<file path="src/rtl/tdm_mux_seq.sv">
// Registered N:1 TDM multiplexer with manual select and round-robin scan modes.
// Optional macro TDM_MUX_PARITY_EN adds the registered even-parity output Y_PAR.
module tdm_mux_seq #(
  parameter int N     = 4,
  parameter int W     = 1,
  parameter int DWELL = 1,
  parameter int SW    = $clog2(N)
) (
  input  logic            CLK,
  input  logic            RST,
  input  logic [N*W-1:0]  D,
  input  logic [SW-1:0]   SEL,
  input  logic            MODE,
  input  logic            EN,
  output logic [W-1:0]    Y,
  output logic            Y_VALID,
  output logic [SW-1:0]   CH,
  output logic            WRAP
`ifdef TDM_MUX_PARITY_EN
  ,
  output logic            Y_PAR
`endif
);

  localparam int            DW        = $clog2(DWELL + 1);
  localparam logic [SW-1:0] LAST_CH   = SW'(N - 1);
  localparam logic [DW-1:0] DWELL_CNT = DW'(DWELL);
  localparam logic [DW-1:0] DWELL_ONE = DW'(1);

  typedef enum logic {
    ST_MAN  = 1'b0,
    ST_SCAN = 1'b1
  } state_t;

  state_t         r_state;
  state_t         w_state_nxt;
  logic [W-1:0]   r_y;
  logic           r_valid;
  logic [SW-1:0]  r_ch;
  logic           r_wrap;
  logic [DW-1:0]  r_dwell;

  logic [W-1:0]   w_y_nxt;
  logic           w_valid_nxt;
  logic [SW-1:0]  w_ch_nxt;
  logic           w_wrap_nxt;
  logic [DW-1:0]  w_dwell_nxt;
  logic           w_load;
  logic           w_sel_ok;
  logic [W-1:0]   w_ch_data [N];

  for (genvar g = 0; g < N; g++) begin : g_unpack
    assign w_ch_data[g] = D[g*W +: W];
  end

  // SEL can only exceed N-1 when N is not a power of two.
  if (N == (1 << SW)) begin : g_sel_full
    assign w_sel_ok = 1'b1;
  end else begin : g_sel_range
    assign w_sel_ok = (SEL < SW'(N));
  end

  always_ff @(posedge CLK) begin
    if (RST) begin
      r_state <= ST_MAN;
    end else begin
      r_state <= w_state_nxt;
    end
  end

  // r_dwell counts enabled cycles already spent on r_ch, including the sample
  // taken on the cycle the channel was entered.
  always_comb begin
    w_state_nxt = MODE ? ST_SCAN : ST_MAN;
    w_y_nxt     = r_y;
    w_valid_nxt = 1'b0;
    w_ch_nxt    = r_ch;
    w_wrap_nxt  = 1'b0;
    w_dwell_nxt = r_dwell;
    w_load      = 1'b0;

    if (!MODE) begin
      w_dwell_nxt = '0;
      if (EN && w_sel_ok) begin
        w_ch_nxt = SEL;
        w_load   = 1'b1;
      end
    end else if (r_state == ST_MAN) begin
      w_ch_nxt    = '0;
      w_dwell_nxt = EN ? DWELL_ONE : '0;
      w_load      = EN;
    end else if (EN) begin
      w_load = 1'b1;
      if (r_dwell == DWELL_CNT) begin
        w_dwell_nxt = DWELL_ONE;
        w_ch_nxt    = (r_ch == LAST_CH) ? '0 : r_ch + 1'b1;
        w_wrap_nxt  = (r_ch == LAST_CH);
      end else begin
        w_dwell_nxt = r_dwell + 1'b1;
      end
    end

    w_valid_nxt = w_load;
    if (w_load) begin
      w_y_nxt = w_ch_data[w_ch_nxt];
    end
  end

  always_ff @(posedge CLK) begin
    if (RST) begin
      r_y     <= '0;
      r_valid <= 1'b0;
      r_ch    <= '0;
      r_wrap  <= 1'b0;
      r_dwell <= '0;
    end else begin
      r_y     <= w_y_nxt;
      r_valid <= w_valid_nxt;
      r_ch    <= w_ch_nxt;
      r_wrap  <= w_wrap_nxt;
      r_dwell <= w_dwell_nxt;
    end
  end

  assign Y       = r_y;
  assign Y_VALID = r_valid;
  assign CH      = r_ch;
  assign WRAP    = r_wrap;

`ifdef TDM_MUX_PARITY_EN
  logic r_y_par;

  always_ff @(posedge CLK) begin
    if (RST) begin
      r_y_par <= 1'b0;
    end else if (w_load) begin
      r_y_par <= ^w_y_nxt;
    end
  end

  assign Y_PAR = r_y_par;
`else
  // Parity output not built in this configuration.
`endif

endmodule

</file>
<file path="config.mk">
export PLATFORM = sky130hd
export DESIGN_NAME = tdm_mux_seq
export DESIGN_NICKNAME = d
export VERILOG_FILES = /design/src/rtl/tdm_mux_seq.sv
export SDC_FILE = /design/constraint.sdc
export NUM_CORES = 1
export LEC_CHECK = 0
export BUFFER_PORTS_ARGS = -buffer_cell sky130_fd_sc_hd__buf_4
export CAP_MARGIN = 0
export CORE_AREA = 3 3 40 42
export CTS_BUF_LIST = sky130_fd_sc_hd__clkbuf_2 sky130_fd_sc_hd__clkbuf_4 sky130_fd_sc_hd__clkbuf_8
export CTS_CLUSTER_DIAMETER = 150
export DETAILED_ROUTE_END_ITERATION = 6
export DIE_AREA = 0 0 43 45
export GPL_TIMING_DRIVEN = 0
export PLACE_DENSITY = 0.57
export SLEW_MARGIN = 20
export SYNTH_ARGS = -nofsm -noshare
export SYNTH_HDL_FRONTEND = slang
export SYNTH_SLANG_ARGS = --single-unit
</file>
<file path="constraint.sdc">
create_clock -name CLK -period 2.2 [get_ports CLK]
set_clock_uncertainty 0.2 [all_clocks]
set_input_delay 0.22 -clock CLK [delete_from_list [all_inputs] [get_ports CLK]]
set_output_delay 0.22 -clock CLK [all_outputs]
set_load 0.02 [all_outputs]
</file>
==> impl_metrics.toml <==
[run_status]
status = "finished, final reports clean"

[drt]
viasPerCell = 4.371
drtPass1Iterations = 3
antenna_left = 0
first_iter_violations = 5
drc = 0
vias = 306
wl_per_cell_um = 10.07
routed_wl_um = 705

[clock_network]
clock_path_buffers = 2
numCtsBuffers = 3
clkLatencyLatePin_ps = 250
htree_levels = 1
path_clk_slew_ps = 50
clkSinkCount = 7
root_buffer = "clkbuf_4"
cts_tree = "built"

[setup_path]
cp_num_buf_inv = 0
critPathMaxStageDelay_ps = 390
slowest_stage = "dfxtp_1"
cpLargestDelayFamily = "flip-flops"
cp.arrival_ps = 1610
cp_cell_sequence = "ha_1 -> mux2_4 -> a31oi_4 -> nand2b_1 -> o221ai_2"
worstSetupPathType = "reg -> reg"
worstSetupEndpointType = "flop"
critical_path_peak_fanout = 5
crit_path_start_kind = "flop"
crit_required_ps = 2130

[floorplanning]
die_width_um = 43
die_area_um2 = 1935
io_pins = 15
start_util_pct = 27.85
rows = 13
fp.coreArea_um2 = 1285
fp.dieH_um = 45

[power]
power.density_nw_per_um2 = 622.4
total_power_w = 0.0003201
irDropWorstVdd_mv = 0.2320
static-leakage-power_nw = 0.2441

[timing]
period_minus_slack_ps = 1682
fin_crit_sh_pct = 76.46
finalSetupViolations = 0
fin_ws_ps = 517.9
finalMaxSlewViolations = 0
finalHoldViolations = 0
clock.fmax_mhz = 594.5
worst_pin_slew_ps = 177.4
grt_setup_unrepaired = "no"
setup_tns_ps = 0
relSlewSlack_pct = 87.83

[min_path]
hp-class = "in -> reg"

[synthesis]
synth_top_cell_area_share_pct = 39.16
ys_top_cells_by_count = "dfxtp_1 (7), nor2_1 (7), a21oi_1 (3), mux2i_1 (3)"
yosys_most_used_dff = "dfxtp_1"
synth_fp_nets = 48
synth_area_um2 = 357.8
synth.avg_cell_area_um2 = 9.671
ys_top_cells_by_area = "dfxtp_1 (39%), mux2i_1 (8.4%), nor2_1 (7.3%), a31oi_4 (5.9%), a21oi_1 (4.2%)"
yosysUniqueCellTypes = 18
synth_edf_count = 0
async_reset_ff_share_pct = 0
yosysWarnings = 0
synth-seq-cells = 7
postSynthCellCount = 37
ys_seq_area_share_pct = 39.16
synth_top_area_cell = "dfxtp_1"

[placed_design]
dp_slack_ps = 514.3
place.gp.congestion = 0.6714
post-place-cells = 65
dp_hpwl_um = 552
port_buffers = 13

[global_routing]
grt_max_degree = 10
antenna_found_initial = 0
track_usage_pct = 8.354
grt_pass1_wl_mm = 1.131
overflow = 0
grt_pass1_vias = 276

[layout]
final_util_pct = 40.02
area_growth_syn_to_layout_pct = 43.71
layout-drive-gt1-share_pct = 41.82
nNetsFinal = 67
final_cells = 70
diodes = 0

[job]
max_cap_violations = 0
worst register-to-register path, stage by stage (launching register included):
cell	delay [ps]
dfxtp_1	390
ha_1	250
mux2_4	280
a31oi_4	200
nand2b_1	140
o221ai_2	90
per-layer routing:
metal | GRT usage (%) | wire length [um] | part of all wire, %
met4 | 5.422 | 0 | 0
met3 | 3.984 | 70 | 9.9
met1 | 9.976 | 328 | 47
met2 | 11.98 | 306 | 43
met5 | 0 | 0 | 0
path summary, 6_finish.rpt:
path | slack [ps] | cells past startpoint | startpoint | to
setup / recovery | 520 | 5 | CH[0] | Y
hold / removal | 30 | 3 | EN | WRAP
setup reg to reg | 520 | 5 | CH[0] | Y
hold reg to reg | 330 | 2 | r_dwell | WRAP
cell families after synthesis:
logic type / after synthesis / synth area share, %
AOI/OAI and AO/OA: 5 / 14.33
adders and majority gates: 1 / 3.496
buffers and inverters: 3 / 5.245
DFF: 7 / 39.16
muxes: 4 / 12.59
and+or+nand+nor: 17 / 25.18
registers in the layout, summed over array words and instances, names as in the netlist:
name / flops
Y: 1
r_dwell: 1
Y_VALID: 1
WRAP: 1
r_state: 1
CH: 2
metrics by stage:
step                hold WS [ps]  cell area [um2]
floorplan                  92.38            357.8
global route               32.95            514.2
finish                     34.77            514.2
global placement           216.3            474.2
CTS                        30.36            514.2
detailed placement         222.0            474.2
cell type report:
cell class | instances | area (um2)
sequential | 7 | 140.1
multi-input combinational | 27 | 198.9
clock buffer | 4 | 30.03
buffer | 1 | 11.26
fill | 139 | 770.7
tap | 15 | 18.77
timing repair buffer | 14 | 107.6
inverter | 2 | 7.507
layout by cell type, fill, tap and decap left out:
master / instances
buf_4: 13
dfxtp_1: 7
nor2_1: 7
clkbuf_4: 4
a21oi_1: 3
mux2i_1: 3
nand2b_1: 2
nand4_1: 2
inv_1: 2
buf_6: 1
nor3b_1: 1
nand3_1: 1
nand2_2: 1
mux2_4: 1
a31oi_4: 1
and2b_1: 1
nand2_1: 1
or3b_2: 1
o221ai_2: 1
ha_1: 1
dlygate4sd3_1: 1
repair_timing:
action                    CTS  global route
gates resized for setup     0             0
hold buffers                1             0
hold endpoints to repair    2             0
buffers inserted            0             0
report_power, final:
group          leakage, nW  switching (W)  internal, W  total (W)
registers           0.0575     0.00000523     0.000133   0.000138
logic                0.168      0.0000249    0.0000303  0.0000552
clock network       0.0184      0.0000453    0.0000814   0.000127
Power figures use the tool's default switching activity.
